==> src/rtl/hc595_tx.sv <==
// hc595_tx: serialises a parallel word onto SER/SRCLK/RCLK pins of a
// 74HC595-style shift register and ends each frame with one latch pulse.
// Every pin is driven straight from a flop, so the external chip never sees
// combinational glitches.

module hc595_tx #(
    parameter int WIDTH     = 8,    // bits per frame, >= 1
    parameter int DIV       = 2,    // system clocks per SRCLK half-period, >= 1
    parameter bit MSB_FIRST = 1'b1  // 1: data_in[WIDTH-1] goes out first
) (
    input  logic             clk,
    input  logic             rst,
    input  logic [WIDTH-1:0] data_in,
    input  logic             valid,
    output logic             ready,
    output logic             ser,
    output logic             srclk,
    output logic             rclk
);

    // The bit counter must reach WIDTH itself, hence WIDTH+1 codes.
    localparam int CNT_W = $clog2(WIDTH + 1);
    // The divider counts 0..DIV-1; keep at least one bit so DIV=1 still elaborates.
    localparam int DIV_W = (DIV > 1) ? $clog2(DIV) : 1;

    localparam logic [CNT_W-1:0] BIT_LAST = CNT_W'(WIDTH);
    localparam logic [DIV_W-1:0] DIV_LAST = DIV_W'(DIV - 1);

    typedef enum logic [1:0] {
        IDLE     = 2'd0,
        SHIFT_LO = 2'd1,
        SHIFT_HI = 2'd2,
        LATCH    = 2'd3
    } state_t;

    state_t           state_reg,   state_next;
    logic [DIV_W-1:0] div_cnt_reg, div_cnt_next;
    logic [CNT_W-1:0] bit_cnt_reg, bit_cnt_next;
    logic [WIDTH-1:0] shreg_reg,   shreg_next;
    logic             ser_reg,     ser_next;
    logic             srclk_reg,   srclk_next;
    logic             rclk_reg,    rclk_next;
    logic             ready_reg,   ready_next;

    // The shift register holds only the bits not yet placed on ser. The head
    // bit is the next one to go out; "advance" drops the head and fills the
    // tail with zero. The same network is applied to data_in on accept, so
    // the first bit goes straight to ser and the rest wait in shreg_reg.
    logic [WIDTH-1:0] data_adv;
    logic [WIDTH-1:0] shreg_adv;
    logic             data_head;
    logic             shreg_head;

    generate
        for (genvar gi = 0; gi < WIDTH; gi++) begin : g_adv
            if (MSB_FIRST) begin : g_msb
                if (gi == 0) begin : g_fill
                    assign data_adv[gi]  = 1'b0;
                    assign shreg_adv[gi] = 1'b0;
                end else begin : g_move
                    assign data_adv[gi]  = data_in[gi-1];
                    assign shreg_adv[gi] = shreg_reg[gi-1];
                end
            end else begin : g_lsb
                if (gi == WIDTH - 1) begin : g_fill
                    assign data_adv[gi]  = 1'b0;
                    assign shreg_adv[gi] = 1'b0;
                end else begin : g_move
                    assign data_adv[gi]  = data_in[gi+1];
                    assign shreg_adv[gi] = shreg_reg[gi+1];
                end
            end
        end

        if (MSB_FIRST) begin : g_head_msb
            assign data_head  = data_in[WIDTH-1];
            assign shreg_head = shreg_reg[WIDTH-1];
        end else begin : g_head_lsb
            assign data_head  = data_in[0];
            assign shreg_head = shreg_reg[0];
        end
    endgenerate

    logic             div_last;
    logic [CNT_W-1:0] bit_inc;

    assign div_last = (div_cnt_reg == DIV_LAST);
    assign bit_inc  = bit_cnt_reg + 1'b1;

    // Next-state and next-pin logic; pins are registered below so each pin
    // changes exactly on the edge that enters its state.
    always_comb begin
        state_next   = state_reg;
        div_cnt_next = div_cnt_reg;
        bit_cnt_next = bit_cnt_reg;
        shreg_next   = shreg_reg;
        ser_next     = ser_reg;
        srclk_next   = 1'b0;
        rclk_next    = 1'b0;
        ready_next   = 1'b0;

        case (state_reg)
            IDLE: begin
                ready_next = 1'b1;
                if (valid && ready_reg) begin
                    // Accept: bit 0 appears on ser together with SHIFT_LO,
                    // which gives DIV cycles of setup before srclk rises.
                    state_next   = SHIFT_LO;
                    div_cnt_next = '0;
                    bit_cnt_next = '0;
                    shreg_next   = data_adv;
                    ser_next     = data_head;
                    ready_next   = 1'b0;
                end
            end

            SHIFT_LO: begin
                if (div_last) begin
                    state_next   = SHIFT_HI;
                    div_cnt_next = '0;
                    srclk_next   = 1'b1;
                end else begin
                    div_cnt_next = div_cnt_reg + 1'b1;
                end
            end

            SHIFT_HI: begin
                srclk_next = 1'b1;
                if (div_last) begin
                    // Bit done: ser is held through the whole high phase and
                    // only moves on the falling srclk edge (hold = DIV cycles).
                    div_cnt_next = '0;
                    bit_cnt_next = bit_inc;
                    srclk_next   = 1'b0;
                    if (bit_inc == BIT_LAST) begin
                        state_next = LATCH;
                        rclk_next  = 1'b1;
                    end else begin
                        state_next = SHIFT_LO;
                        ser_next   = shreg_head;
                        shreg_next = shreg_adv;
                    end
                end else begin
                    div_cnt_next = div_cnt_reg + 1'b1;
                end
            end

            LATCH: begin
                rclk_next = 1'b1;
                if (div_last) begin
                    state_next   = IDLE;
                    div_cnt_next = '0;
                    rclk_next    = 1'b0;
                    ready_next   = 1'b1;
                end else begin
                    div_cnt_next = div_cnt_reg + 1'b1;
                end
            end

            default: begin
                state_next = IDLE;
                ready_next = 1'b1;
            end
        endcase
    end

    // State, counters, data and pin registers; reset aborts any frame in
    // flight without emitting an rclk pulse.
    always_ff @(posedge clk) begin
        if (rst) begin
            state_reg   <= IDLE;
            div_cnt_reg <= '0;
            bit_cnt_reg <= '0;
            shreg_reg   <= '0;
            ser_reg     <= 1'b0;
            srclk_reg   <= 1'b0;
            rclk_reg    <= 1'b0;
            ready_reg   <= 1'b1;
        end else begin
            state_reg   <= state_next;
            div_cnt_reg <= div_cnt_next;
            bit_cnt_reg <= bit_cnt_next;
            shreg_reg   <= shreg_next;
            ser_reg     <= ser_next;
            srclk_reg   <= srclk_next;
            rclk_reg    <= rclk_next;
            ready_reg   <= ready_next;
        end
    end

    assign ready = ready_reg;
    assign ser   = ser_reg;
    assign srclk = srclk_reg;
    assign rclk  = rclk_reg;

endmodule

==> config.mk <==
export PLATFORM = sky130hd
export DESIGN_NAME = hc595_tx
export DESIGN_NICKNAME = d
export VERILOG_FILES = /design/src/rtl/hc595_tx.sv
export SDC_FILE = /design/constraint.sdc
export NUM_CORES = 1
export LEC_CHECK = 0
export CORE_UTILIZATION = 55
export CTS_BUF_LIST = sky130_fd_sc_hd__clkbuf_2 sky130_fd_sc_hd__clkbuf_4 sky130_fd_sc_hd__clkbuf_8
export CTS_CLUSTER_SIZE = 25
export DETAILED_ROUTE_END_ITERATION = 8
export GPL_TIMING_DRIVEN = 0
export PLACE_DENSITY = 0.88
export SLEW_MARGIN = 20
export SYNTH_ARGS = -nofsm -noshare
export SYNTH_HDL_FRONTEND = slang
export SYNTH_SLANG_ARGS = --single-unit
==> constraint.sdc <==
create_clock -name clk -period 2 [get_ports clk]
set_input_delay 0.3 -clock clk [delete_from_list [all_inputs] [get_ports clk]]
set_output_delay 0.3 -clock clk [all_outputs]
set_load 0.01 [all_outputs]
==> impl_metrics.py <==
metrics = {
    "outcome": {
        "outcome": "complete, no violations",
    },
    "die": {
        "io-pin-count": 15,
        "die_x_um": 45.4,
        "dieArea_mm2": 0.00206,
        "initial_core_util_pct": 59.4,
        "core_area_mm2": 0.00175,
        "die_y_um": 45.4,
        "std_cell_rows": 15,
    },
    "route": {
        "vias": 887,
        "routed_wl_mm": 2.12,
        "ant_nets": 0,
        "wl_per_cell_um": 13.4,
        "viasPerCell": 5.61,
        "route.detailed.drc": 0,
        "first_pass_iters": 4,
        "first_iter_violations": 21,
    },
    "placement": {
        "port_buffers": 14,
        "gp_congestion": 0.783,
        "hpwl_mm": 1.53,
    },
    "synth": {
        "ys_async_sr_fraction_pct": 0,
        "synthDistinctLibCells": 34,
        "synth_top_area_cell": "dfxtp_1",
        "synth_area_per_cell_um2": 8.93,
        "synth_common_cells": "dfxtp_1, nor2_1, inv_1",
        "synth_area_mm2": 0.00104,
        "syn_inst": 116,
        "synth_most_common_cell": "dfxtp_1",
        "synth.top_cell.area_share_pct": 34.8,
        "ys_seq_area_share_pct": 34.8,
        "synth.area.top_cells": "dfxtp_1, a221oi_2, ha_1",
        "yosys_warnings": 0,
        "synth_nets": 133,
        "ys_ff_latch": 18,
        "synth-main-ff-cell": "dfxtp_1",
        "synth_edf_count": 0,
    },
    "timing": {
        "rsz0062_at_grt": "false",
        "clock_skew_ns": 0.00665,
        "tns_ns": 0,
        "hold_slack_ns": 0.477,
        "period_share_pct": 93.0,
        "period_needed_ns": 1.86,
        "slew_viol_final": 0,
        "hold_viol": 0,
        "tightest_slew_ns": 0.546,
        "finalSetupViolCount": 0,
        "max_slew_margin_pct": 63.6,
        "max_freq_mhz": 537,
    },
    "pwr": {
        "intPower_w": 0.000917,
        "pwr-share-seq_pct": 35.7,
        "switchingPower_w": 0.000626,
        "p_clk_share_pct": 11.3,
        "p_leak_nw": 0.465,
        "p_per_area_mw_per_mm2": 1250,
        "p_sw_share_pct": 40.6,
        "peakVddDrop_mv": 0.802,
        "pwr-share-comb_pct": 53.0,
        "p_total_w": 0.00154,
    },
    "setup_path": {
        "end_kind": "flop",
        "path_class": "flop to flop",
        "worstPathMaxFanout": 6,
        "cp.arrival_ns": 2.06,
        "cp.required_ns": 2.20,
        "worstSetupStartpointType": "flop",
    },
    "final_layout": {
        "areaGrowthSynthToFinish_pct": 18.7,
        "antenna_cells": 0,
        "drive_above_1_share_pct": 15.0,
        "largest_reg_flops": 7,
        "nets": 152,
    },
    "grt": {
        "grt_overflow": 0,
        "antenna_found_initial": 0,
        "first_global_vias": 827,
        "grt_max_degree": 11,
        "grtUsageTotal_pct": 24.4,
        "grt_pass1_wl_mm": 3.61,
    },
    "clock_network": {
        "postCtsSetupBuffers": 0,
        "cts_hold_buf": 0,
        "cts_resized": 0,
        "clk_latency_ns": 0.29,
        "clockBufferDepth": 2,
        "cts_tree": "yes",
        "cts.clk_slew.worst_paths_ns": 0.09,
        "cts_buffers": 3,
        "root_buffer": "clkbuf_4",
        "cts_sinks": 18,
        "htree_levels": 1,
    },
    "min_path": {
        "hp-class": "flop to flop",
    },
    "job": {
        "maxCapViolCount": 0,
    },
}
==> critical path: stages, from the launching register on <==
cell,delay (ns)
dfxtp_1,0.41
inv_1,0.11
ha_1,0.26
a21bo_4,0.24
o21ai_0,0.19
or4_1,0.46
o311ai_2,0.09
==> stage by stage <==
stage / setup slack (ns) / area, um^2 / util [%] / instances
floorplan: 0.381 / 1040 / - / 116
global placement: 0.0832 / 1210 / 69.2 / 155
detailed placement: 0.00588 / 1210 / 69.2 / 155
CTS: 0.169 / 1230 / 70.5 / 158
global route: 0.0512 / 1230 / 70.5 / 158
finish: 0.139 / 1230 / 70.5 / 158
==> power by group through the flow <==
stage               combinational (W)  sequential [W]  clock [W]
floorplan                    0.000617        0.000552          0
global placement             0.000785        0.000548          0
detailed placement           0.000809        0.000558          0
CTS                          0.000816        0.000550   0.000179
global route                 0.000908        0.000561   0.000196
finish                       0.000817        0.000551   0.000175
==> final cells by class <==
class,instances,area [um^2]
multi-input combinational,82,613
timing repair buffer,14,140
buffer,4,17.5
fill,140,515
clock buffer,3,22.5
sequential,18,360
inverter,12,45.0
tap,25,31.3
==> layer usage <==
metal,vias to the layer above,track usage [%],wire length (um)
li1,443,-,-
met1,422,30.0,961
met2,18,40.9,1050
met3,4,4.76,72
met4,0,10.9,31
met5,-,0,0
==> layout by cell type, fill, tap and decap left out, drive strengths merged, types with 5 or more instances in the layout <==
cell,synthesis,final
a221oi,7,7
inv,12,12
o21ai,5,5
ha,6,6
nand2,6,6
a21oi,11,11
nor2,17,17
dfxtp,18,18
clkdlybuf4s50,0,14
==> kinds of logic after synthesis <==
| group | share of synthesized area, % |
|---|---|
| xor+xnor | 0.846 |
| fa+ha+maj | 7.25 |
| mux | 4.59 |
| buf+inv | 6.04 |
| simple gates | 18.2 |
| compound gates | 28.3 |
| flops | 34.8 |
==> worst paths after layout <==
kind                     start      endpoint  slack, ns  cells after the start
setup / recovery  state_reg[1]  state_reg[1]       0.14                      6
hold / removal    shreg_reg[6]  shreg_reg[6]       0.48                      2
setup reg to reg  state_reg[1]  state_reg[1]       0.14                      6
hold reg to reg   shreg_reg[6]  shreg_reg[6]       0.48                      2
Power figures use the tool's default switching activity.
